### src/rtl/alarm_pkg.sv
// Shared types, BCD limits and helpers for the alarm comparator/sequencer.
// Build option: ALARM_SNOOZE_EN enables the snooze path in alarm_unit.
package alarm_pkg;

  typedef enum logic [1:0] {
    IDLE    = 2'd0,
    RINGING = 2'd1,
    SNOOZED = 2'd2
  } alarm_state_e;

  localparam logic [7:0] MIN_MAX = 8'h59;
  localparam logic [7:0] HR_MAX  = 8'h23;

  // Counter only has to reach secs-1, so clog2(secs) bits suffice (min 1).
  function automatic int ring_cnt_width(input int secs);
    return (secs <= 2) ? 1 : $clog2(secs);
  endfunction

  function automatic logic [6:0] bcd_to_bin(input logic [7:0] bcd);
    return 7'(bcd[7:4]) * 7'd10 + 7'(bcd[3:0]);
  endfunction

  function automatic logic [7:0] bin_to_bcd(input logic [6:0] bin);
    return {4'(bin / 7'd10), 4'(bin % 7'd10)};
  endfunction

endpackage

### src/rtl/bcd_time_add.sv
// Combinational hh:mm + N minutes in packed BCD, wrapping 59->00 minutes
// (carry into hours) and 23->00 hours.
module bcd_time_add
  import alarm_pkg::*;
(
  input  logic [7:0] in_hr,
  input  logic [7:0] in_min,
  input  logic [5:0] add_min,
  output logic [7:0] out_hr,
  output logic [7:0] out_min
);

  localparam logic [7:0] MIN_LIMIT = 8'(bcd_to_bin(MIN_MAX)) + 8'd1;
  localparam logic [7:0] HR_LIMIT  = 8'(bcd_to_bin(HR_MAX)) + 8'd1;

  logic [7:0] min_bin;
  logic [7:0] hr_bin;
  logic       carry;

  always_comb begin
    min_bin = {1'b0, bcd_to_bin(in_min)} + {2'b00, add_min};
    carry   = 1'b0;
    if (min_bin >= MIN_LIMIT) begin
      min_bin = min_bin - MIN_LIMIT;
      carry   = 1'b1;
    end
    hr_bin = {1'b0, bcd_to_bin(in_hr)} + {7'd0, carry};
    if (hr_bin >= HR_LIMIT) begin
      hr_bin = hr_bin - HR_LIMIT;
    end
    out_min = bin_to_bcd(min_bin[6:0]);
    out_hr  = bin_to_bcd(hr_bin[6:0]);
  end

endmodule

### src/rtl/alarm_unit.sv
// Alarm comparator/sequencer: fires on the rising edge of hr:min == alarm time
// and holds alert for RING_SECS ticks. Build option: ALARM_SNOOZE_EN.
module alarm_unit
  import alarm_pkg::*;
#(
  parameter int RING_SECS  = 60,
  parameter int SNOOZE_MIN = 5
) (
  input  logic       sec_clk,
  input  logic       reset,
  input  logic       enablealarm,
  input  logic [7:0] alarmmin,
  input  logic [7:0] alarmhr,
  input  logic [7:0] min,
  input  logic [7:0] hr,
  input  logic       dismiss,
`ifdef ALARM_SNOOZE_EN
  input  logic       snooze,
`endif
  output logic       alert
);

  if (RING_SECS < 1 || RING_SECS > 255 || SNOOZE_MIN < 1 || SNOOZE_MIN > 59) begin : g_bad_param
    $error("alarm_unit: RING_SECS or SNOOZE_MIN out of range");
  end

  localparam int                CNT_W    = ring_cnt_width(RING_SECS);
  localparam logic [CNT_W-1:0] CNT_LAST = CNT_W'(RING_SECS - 1);

  alarm_state_e     state_q, state_d;
  logic [CNT_W-1:0] cnt_q, cnt_d;
  logic             alert_q, alert_d;
  logic             match_q, match_d;
  logic             match;
  logic             fire;
  logic             snooze_req;
  logic             target_hit;
  logic             load_tgt;

  assign match   = (min == alarmmin) && (hr == alarmhr);
  assign match_d = match;
  assign fire    = match && !match_q;

`ifdef ALARM_SNOOZE_EN
  logic [7:0] tgt_hr_q, tgt_hr_d;
  logic [7:0] tgt_min_q, tgt_min_d;
  logic [7:0] snz_hr, snz_min;

  bcd_time_add u_snooze_add (
    .in_hr   (hr),
    .in_min  (min),
    .add_min (6'(SNOOZE_MIN)),
    .out_hr  (snz_hr),
    .out_min (snz_min)
  );

  assign snooze_req = snooze;
  // Snooze wake-up is a level compare: the first tick at the target re-rings.
  assign target_hit = (hr == tgt_hr_q) && (min == tgt_min_q);
  assign tgt_hr_d   = load_tgt ? snz_hr  : tgt_hr_q;
  assign tgt_min_d  = load_tgt ? snz_min : tgt_min_q;
`else
  assign snooze_req = 1'b0;
  assign target_hit = 1'b0;
`endif

  always_comb begin
    state_d  = state_q;
    cnt_d    = cnt_q;
    alert_d  = 1'b0;
    load_tgt = 1'b0;
    if (!enablealarm) begin
      state_d = IDLE;
    end else begin
      case (state_q)
        IDLE: begin
          if (fire && !dismiss) begin
            state_d = RINGING;
            cnt_d   = '0;
            alert_d = 1'b1;
          end
        end
        RINGING: begin
          if (dismiss) begin
            state_d = IDLE;
          end else if (snooze_req) begin
            state_d  = SNOOZED;
            load_tgt = 1'b1;
          end else if (cnt_q == CNT_LAST) begin
            state_d = IDLE;
          end else begin
            cnt_d   = cnt_q + 1'b1;
            alert_d = 1'b1;
          end
        end
        SNOOZED: begin
          if (dismiss) begin
            state_d = IDLE;
          end else if (target_hit) begin
            state_d = RINGING;
            cnt_d   = '0;
            alert_d = 1'b1;
          end
        end
        default: state_d = IDLE;
      endcase
    end
  end

  always_ff @(posedge sec_clk) begin
    if (!reset) begin
      state_q   <= IDLE;
      cnt_q     <= '0;
      alert_q   <= 1'b0;
      match_q   <= 1'b0;
`ifdef ALARM_SNOOZE_EN
      tgt_hr_q  <= 8'h00;
      tgt_min_q <= 8'h00;
`endif
    end else begin
      state_q   <= state_d;
      cnt_q     <= cnt_d;
      alert_q   <= alert_d;
      match_q   <= match_d;
`ifdef ALARM_SNOOZE_EN
      tgt_hr_q  <= tgt_hr_d;
      tgt_min_q <= tgt_min_d;
`endif
    end
  end

  assign alert = alert_q;

endmodule

### config.mk
export PLATFORM = sky130hd
export DESIGN_NAME = alarm_unit
export DESIGN_NICKNAME = d
export VERILOG_FILES = /design/src/rtl/alarm_pkg.sv /design/src/rtl/bcd_time_add.sv /design/src/rtl/alarm_unit.sv
export SDC_FILE = /design/constraint.sdc
export NUM_CORES = 1
export LEC_CHECK = 0
export ABC_CLOCK_PERIOD_IN_PS = 1500
export BUFFER_PORTS_ARGS = -buffer_cell sky130_fd_sc_hd__buf_2
export CAP_MARGIN = 20
export CORE_MARGIN = 1
export CORE_UTILIZATION = 37
export DETAILED_ROUTE_END_ITERATION = 7
export HOLD_SLACK_MARGIN = 0.15
export PLACE_DENSITY = 0.73
export SYNTH_ARGS = -nofsm -noshare
export SYNTH_HDL_FRONTEND = slang
export SYNTH_HIERARCHICAL = 1
export SYNTH_SLANG_ARGS = --single-unit
### constraint.sdc
create_clock -name sec_clk -period 1.5 [get_ports sec_clk]
set_clock_uncertainty 0.2 [all_clocks]
set_input_delay 0.075 -clock sec_clk [delete_from_list [all_inputs] [get_ports sec_clk]]
set_output_delay 0.075 -clock sec_clk [all_outputs]
set_load 0.1 [all_outputs]
==> Word level (Yosys, flattened, before mapping) <==
Index checks and enable logic that the tools add are counted.
{ "op_classes": {"n_eq_ne": 10, "addsub": 1, "reduce_logical": 10, "mux": 13} }
{ "op_table": {"columns": ["operator", "n"], "rows": [
  ["2-to-1 mux 6 bit", 3],
  ["equality test 8 bit", 2],
  ["case mux 6 bit (2 select lines)", 1],
  ["2-to-1 mux 2 bit", 4],
  ["inequality test 2 bit, second input constant", 4],
  ["adder 6 x 1 -> 6 bit, second input constant", 1],
  ["equality test 6 bit, second input constant", 1],
  ["case mux 2 bit (3 select lines)", 1],
  ["AND reduction 5 bit", 1],
  ["logical AND 1 bit", 3],
  ["2-to-1 mux 1 bit", 3],
  ["inequality test 3 bit, second input constant", 1],
  ["AND reduction 3 bit", 1],
  ["equality test 2 x 1 -> 1 bit, second input constant", 1],
  ["equality test 2 bit, second input constant", 1],
  ["logical NOT 1 bit", 2],
  ["logical NOT 2 bit", 1],
  ["case mux 1 bit (2 select lines)", 1],
  ["AND reduction 2 bit", 1],
  ["nonzero test 2 bit", 1]
]} }
{ "word_totals": {"input_bits": 36, "reg_bits": 10} }

==> Logic depth before layout (Yosys ltp) <==
Gate-level depths: netlist of the first run.
{ "depth": {"word_depth": 6, "depth_mapped": 6} }

==> Worst setup path before layout of the first run <==
Ideal clock, no wire load.
{ "synth_timing": {"path_type": "reg-to-reg", "startpoint": "reg cnt_q[0]", "endpoint": "reg cnt_q[1]", "setup_ns": 0.131, "stages_incl_launch_ff": 7, "arrival_ns": 1.180, "n_path_buf": 0, "synth_period_minus_slack_ns": 1.510, "setup_slack_ns": -0.010, "path_cell_list": "dfxtp_1 > ha_1 > nand2_1 > o21ai_1 > o21a_1 > a21oi_1 > o22ai_1"} }
{ "synth_between": {"elab_chain_cells": 4} }
{ "synth_lines": {"columns": ["element", "line", "rtl"], "rows": [
  ["from (decl)", "alarm_unit.sv:31", "logic [CNT_W-1:0] cnt_q, cnt_d;"],
  ["from (signal assigned)", "alarm_unit.sv:122", "cnt_q <= cnt_d;"],
  ["adder 6 x 1 -> 6 bit", "alarm_unit.sv:92", "cnt_d = cnt_q + 1'b1;"],
  ["2-to-1 mux 6 bit", "alarm_unit.sv:89", "end else if (cnt_q == CNT_LAST) begin"],
  ["2-to-1 mux 6 bit", "alarm_unit.sv:84", "if (dismiss) begin"],
  ["case mux 6 bit (2 select lines)", "alarm_unit.sv:75", "case (state_q)"]
]} }
Parallel ways exist; a longest one is shown, timed or not. The select of a mux whose other input is x is not followed.
A chain may end at the register's enable or synchronous reset.

==> Final worst setup path of the first run <==
{ "layout_timing": {"startpoint": "reg cnt_q[0]", "endpoint": "reg cnt_q[2]"} }
Same word-level chain as after synthesis.

==> flow_summary_export.csv, run 1 <==
group,metric,value,unit
logic_synthesis,sequential_to_total_area_share_from_yosys_stat,29.9,%
place,post-dp-hpwl,1290,um
cells_and_area,area_delta_synth_final,55.3,%
power_and_ir_drop,power.leakage,0.000415,uW
global_route,grt-ovfl-total,0,
routing,antenna_violating_nets_post_route,0,
power_and_ir_drop,p_per_area,581,nW/um^2
floorplanning,boundaryPins,37,
floorplanning,die_h,42.3,um
floorplanning,start_util,40.0,%
run,max-cap-violations,0,
cts,cts_tree,"yes",
cells_and_area,final_core_util,62.0,%
global_route,grt_pass1_wl,2620,um
floorplanning,chipWidth,42.3,um
cells_and_area,diodes,0,
logic_synthesis,synth_compound_gate_area_share,13.9,%
critical_path,cp_data_arrival_time,1.41,ns
routing,route.vias.total,715,
logic_synthesis,synth_xor_xnor_area_share,24.7,%
cts,clkTransAtPathRegs,0.06,ns
logic_synthesis,yosys_register_bits,9,
global_route,via_count_of_the_first_global_routing_pass,685,
cts,clockRootBuffer,"clkbuf_4",
timing,slew_headroom,68.1,%
timing,timing_worst_slew_pin_value,0.482,ns
logic_synthesis,post_synth_fa_ha_maj_area_fraction,2.08,%
routing,postRouteWirelength,1520,um
routing,wire_per_inst,11.0,um
global_route,grt_usage,19.0,%
cts,cts-hold-fix-buffers,4,
cells_and_area,layout-drive-gt1-share,44.3,%
cts,post-cts-setup-buffer-count,0,
routing,viasPerCell,5.18,
timing,report.final.hold_viol_count,0,
timing,fin_crit,1.42,ns
logic_synthesis,yosys-mux-area-fraction,0,%
global_route,antenna_violations_before_repair,0,
cts,tritoncts.num_buffers,3,
logic_synthesis,synth_area_in_simple_gates,27.2,%
critical_path,startpoint_type,"flop",
cts,cts_num_sinks,9,
cells_and_area,mostFrequentLayoutCell,"buf_2",
floorplanning,die_ar,1790,sq um
timing,max_freq,706,MHz
min_path,timing.hold.worst.class,"in2reg",
logic_synthesis,synth.avg_cell_area,8.24,sq um
timing,layout_worst_path_cycle_share,94.4,%
place,port_buffers,36,
cts,worst_skew_pair.late_latency,0.26,ns
routing,drc_errors,0,
logic_synthesis,synthCells,73,
routing,dr.first_iter.drc_count,11,
cts,htree_num_levels,1,
critical_path,worst-endpoint-required,1.49,ns
timing,aggregate_negative_setup_slack,0,ns
run_status,outcome,"finished clean",
logic_synthesis,post-synth-top-area-fraction,29.9,%
cells_and_area,layout.nets,160,
global_route,grt_start_max_net_pins,8,
timing,report.final.slew_viol_count,0,
logic_synthesis,post_synth_edffs,0,
cts,clk_path_buf_depth,2,
cells_and_area,most_used_cells_in_the_layout_excluding_fill_and_tap_cells,"buf_2, xor2_1, dfxtp_1, buf_4, nor2_1",
logic_synthesis,netlist.top_cell.by_area,"dfxtp_1",
power_and_ir_drop,vdd.ir_drop.worst,0.333,mV
logic_synthesis,synth.top_cells.by_area,"dfxtp_1, xor2_1, nor4_1, nor2_1, o21a_1",
logic_synthesis,synthesis.yosys.warnings,6,
logic_synthesis,main_combinational_cell_family_by_area_after_synthesis,"simple AND/OR/NAND/NOR gates",
logic_synthesis,syn_area,602,sq um
logic_synthesis,yosys_most_used_dff,"dfxtp_1",
floorplanning,number_of_rows_in_the_core_area,14,
timing,setup_violations,0,
floorplanning,design.core.area,1510,sq um
place,finalWeightedCongestion,0.797,
logic_synthesis,mappedNetlistNets,110,
logic_synthesis,synthArstFlopShare,0,%
routing,router_iterations_before_antenna_repair,4,
cells_and_area,final.fill_count,137,
critical_path,category_of_the_critical_setup_timing_path,"reg2reg",
critical_path,worstSetupEndpointType,"flop",
logic_synthesis,synth_cell_types,24,
critical_path,worstPathMaxFanout,3,
[path summary, 6_finish.rpt]
kind         slack [ns]  depth (start not counted)  startpoint       end
max                0.08                          6    cnt_q[0]  cnt_q[2]
min                0.09                          5     dismiss  cnt_q[1]
max reg2reg        0.08                          6    cnt_q[0]  cnt_q[2]
min reg2reg        0.35                          2    cnt_q[4]  cnt_q[4]
[synthesized netlist by cell type, types with 2 or more instances]
cell and instances:
nand4_1 3, nand3_1 4, nor4_1 5, nand2_1 3, nor2b_1 2, dfxtp_1 9, a21oi_1 3, nor2_1 6
nor3_1 4, xor2_1 16, inv_1 2, o21a_1 3, o22ai_1 2
[worst max-delay path: stages (launching register included)]
cell and delay, ns:
dfxtp_2 0.32, ha_2 0.18, nand2_2 0.09, o21ai_4 0.07, buf_4 0.15, o31a_1 0.22
nor3_1 0.11
[cell type report]
class / count / area, sq um / share of cell area [%]
Multi-Input combinational cell: 61 / 435 / 46.6
Inverter: 2 / 7.51 / 0.803
Timing Repair Buffer: 46 / 263 / 28.1
Sequential cell: 9 / 183 / 19.5
Tap cell: 16 / 20.0 / 2.14
Clock buffer: 4 / 26.3 / 2.81
[stage by stage]
step	cells	worst slack [ns]	instance area [sq um]	hold WS, ns	power, uW
3_3_place_gp	131	-0.135	853	0.222	353
2_1_floorplan	73	0.0266	606	0.0501	291
3_5_place_dp	131	-0.111	853	0.228	355
4_1_cts	139	0.00662	923	0.172	556
5_1_grt	138	-0.00550	935	0.0998	580
6_report	138	0.0837	935	0.0875	543
[logic make-up (layout without fill, tap and decap cells)]
group           Yosys count  count (layout)
flops                     9               9
simple gates             30              30
buf+inv                   3              52
fa+ha+maj                 1               1
compound gates           13              13
xor+xnor                 17              17
[flip-flops by register name (all words and copies together), names as in the netlist]
register,flops
state_q,1
alert,1
cnt_q,6
match_q,1
[layer usage]
metal	vias to the layer above	global-route usage, %	wire length, um
li1	365	-	-
met5	-	0	0
met1	336	19.5	638
met4	0	7.50	17
met3	2	3.88	39
met2	12	36.6	820
[power breakdown]
group | internal (uW) | leakage [uW] | total (uW) | switching, uW
clock network | 102 | 0.0000150 | 185 | 82.9
registers | 240 | 0.0000736 | 242 | 1.83
logic | 66.7 | 0.000327 | 116 | 49.1
[repair_timing]
action,4_1_cts,5_1_grt
setup endpoints to repair,2,7
endpoints found under the hold margin,9,2
resized for setup,1,6
pin swaps,0,3
No activity file was read; power rests on OpenSTA's default activity.
==> run 2, diff against run 1 <==
--- a/config.mk
+++ b/config.mk
@@ -9,10 +9,12 @@
 export BUFFER_PORTS_ARGS = -buffer_cell sky130_fd_sc_hd__buf_2
 export CAP_MARGIN = 20
 export CORE_MARGIN = 1
-export CORE_UTILIZATION = 37
+export CORE_UTILIZATION = 39
+export CTS_BUF_LIST = sky130_fd_sc_hd__clkbuf_8
+export CTS_CLUSTER_SIZE = 14
 export DETAILED_ROUTE_END_ITERATION = 7
 export HOLD_SLACK_MARGIN = 0.15
-export PLACE_DENSITY = 0.73
+export PLACE_DENSITY = 0.77
 export SYNTH_ARGS = -nofsm -noshare
 export SYNTH_HDL_FRONTEND = slang
 export SYNTH_HIERARCHICAL = 1
==> run 2 against run 1 <==
  * Worst setup slack lost 0.027 ns
  * Non-clock buffer count shrank 2
  * Total power grew 18%
  * Critical endpoint is now cnt_q[1]
  * Largest power group is now clock
==> flow_summary_export.csv, run 2 (synthesis gave the netlist of run 1 again) <==
group,metric,value,unit
critical_path,critical_path_depth,6,
power_and_ir_drop,vdd.ir_drop.worst,0.410,mV
run_status,outcome,"finished clean",
timing,aggregate_negative_setup_slack,0,ns
floorplanning,number_of_rows_in_the_core_area,13,
critical_path,worstPathBufferInverterCount,0,
place,finalWeightedCongestion,0.862,
global_route,top_usage_layer,"met2",
cells_and_area,diodes,0,
cells_and_area,layout-drive-gt1-share,44.2,%
cells_and_area,most_flops_register,"cnt_q",
cts,tritoncts.num_buffers,3,
run,max-cap-violations,0,
timing,finalWorstSetupSlack,0.0570,ns
timing,slew_headroom,68.0,%
cells_and_area,mostFrequentLayoutCell,"buf_2",
timing,report.final.slew_viol_count,0,
global_route,grt_usage,24.5,%
cells_and_area,multi_input_comb_area,430,sq um
routing,route.vias.total,708,
critical_path,cp_data_arrival_time,1.36,ns
routing,router_iterations_before_antenna_repair,4,
cells_and_area,most_used_cells_in_the_layout_excluding_fill_and_tap_cells,"buf_2, xor2_1, dfxtp_1",
critical_path,path_delay_family,"compound AO/OA/AOI/OAI gates",
critical_path,startpoint_type,"flop",
global_route,grt_pass1_wl,2550,um
cts,cts_num_sinks,9,
floorplanning,design.core.area,1370,sq um
cts,clk_path_buf_depth,2,
cts,cts_tree,"yes",
global_route,via_count_of_the_first_global_routing_pass,596,
global_route,grt.met2_usage,40.6,%
routing,antenna_violating_nets_post_route,0,
floorplanning,die_ar,1700,sq um
cts,htree_num_levels,1,
routing,viasPerCell,5.24,
cells_and_area,final.fill_count,111,
critical_path,path_cells,"ha_2 -> nand2_1 -> o21ai_2 -> o21a_1 -> a21oi_2 -> o22ai_1",
cells_and_area,ff_latch_area,181,sq um
routing,dr.first_iter.drc_count,20,
timing,layout_worst_path_cycle_share,96.2,%
timing,report.final.hold_viol_count,0,
critical_path,worst-endpoint-required,1.42,ns
place,port_buffers,36,
global_route,antenna_violations_before_repair,0,
floorplanning,die_h,41.3,um
floorplanning,chipWidth,41.3,um
timing,timing_worst_slew_pin_value,0.483,ns
global_route,grt-ovfl-total,0,
timing,fin_crit,1.44,ns
floorplanning,start_util,44.0,%
timing,max_freq,693,MHz
routing,wire_per_inst,12.7,um
cts,worst_skew_pair.late_latency,0.24,ns
power_and_ir_drop,p_per_area,691,nW/um^2
timing,rsz0062_at_grt,"false",
cts,clockRootBuffer,"clkbuf_8",
critical_path,category_of_the_critical_setup_timing_path,"reg2reg",
global_route,global_route_met3_usage,10.3,%
timing,setup_violations,0,
critical_path,max_stage_delay,0.33,ns
routing,drc_errors,0,
cells_and_area,layout.nets,158,
routing,postRouteWirelength,1710,um
cells_and_area,area_delta_synth_final,54.5,%
global_route,met1_usage,26.8,%
min_path,timing.hold.worst_path_depth,5,
place,place_ws,-0.188,ns
floorplanning,boundaryPins,37,
critical_path,timing.reg2reg.worst_path_depth,6,
global_route,grt_start_max_net_pins,7,
power_and_ir_drop,power.leakage,0.000417,uW
cts,clkTransAtPathRegs,0.05,ns
power_and_ir_drop,final_total_power,643,uW
critical_path,cell_with_the_largest_stage_delay_on_the_worst_path,"dfxtp_2",
critical_path,worstPathMaxFanout,3,
place,post-dp-hpwl,1310,um
min_path,timing.hold.worst.class,"in2reg",
cells_and_area,largest_register_ffs,6,
critical_path,worstSetupEndpointType,"flop",
cts,cts-hold-fix-buffers,2,
timing,hold_ws,0.116,ns
[run 2: routing by layer]
| metal | part of all wire (%) | wire length (um) |
|---|---|---|
| met2 | 52 | 881 |
| met4 | 2.2 | 38 |
| met1 | 42 | 719 |
| met3 | 4.2 | 71 |
| met5 | 0 | 0 |
[run 2: final timing paths]
kind,to,slack (ns),start
max,cnt_q[1],0.06,cnt_q[1]
min,cnt_q[1],0.12,dismiss
max reg2reg,cnt_q[1],0.06,cnt_q[1]
min reg2reg,cnt_q[1],0.28,cnt_q[1]
[run 2: final cells by class]
class                   count  area share, %
flip-flops and latches      9           19.5
inverters                   2          0.808
repair buffers             44           26.4
clock buffers               3           4.44
clock inverters             1          0.538
multi-input cells          61           46.3
well taps                  15           2.02
[run 2: per-stage QoR]
step / util [%] / area [sq um] / cells
after global placement: 61.3 / 837 / 128
final: 68.0 / 930 / 135
after global routing: 68.0 / 930 / 135
after floorplan: - / 606 / 73
after detailed placement: 61.3 / 837 / 128
after CTS: 66.1 / 903 / 134
[run 2: tightest hold or removal path: stages]
cell and delay (ns):
buf_2 0.08, nor2b_1 0.06, o21ai_2 0.08, buf_4 0.13
o22ai_1 0.08
[run 2: where the power goes]
| part | internal (uW) | leakage [uW] | switching [uW] | total, uW |
|---|---|---|---|---|
| registers | 241 | 0.0000731 | 2.11 | 243 |
| logic | 62.9 | 0.000318 | 48.7 | 112 |
| clock network | 182 | 0.0000255 | 106 | 288 |
[run 2: timing repair]
| action | 4_1_cts | 5_1_grt |
|---|---|---|
| endpoints found under the hold margin | 9 | 2 |
| endpoints found under the setup margin | 0 | 7 |
| gates resized for setup | 0 | 6 |
| setup buffers | 0 | 1 |
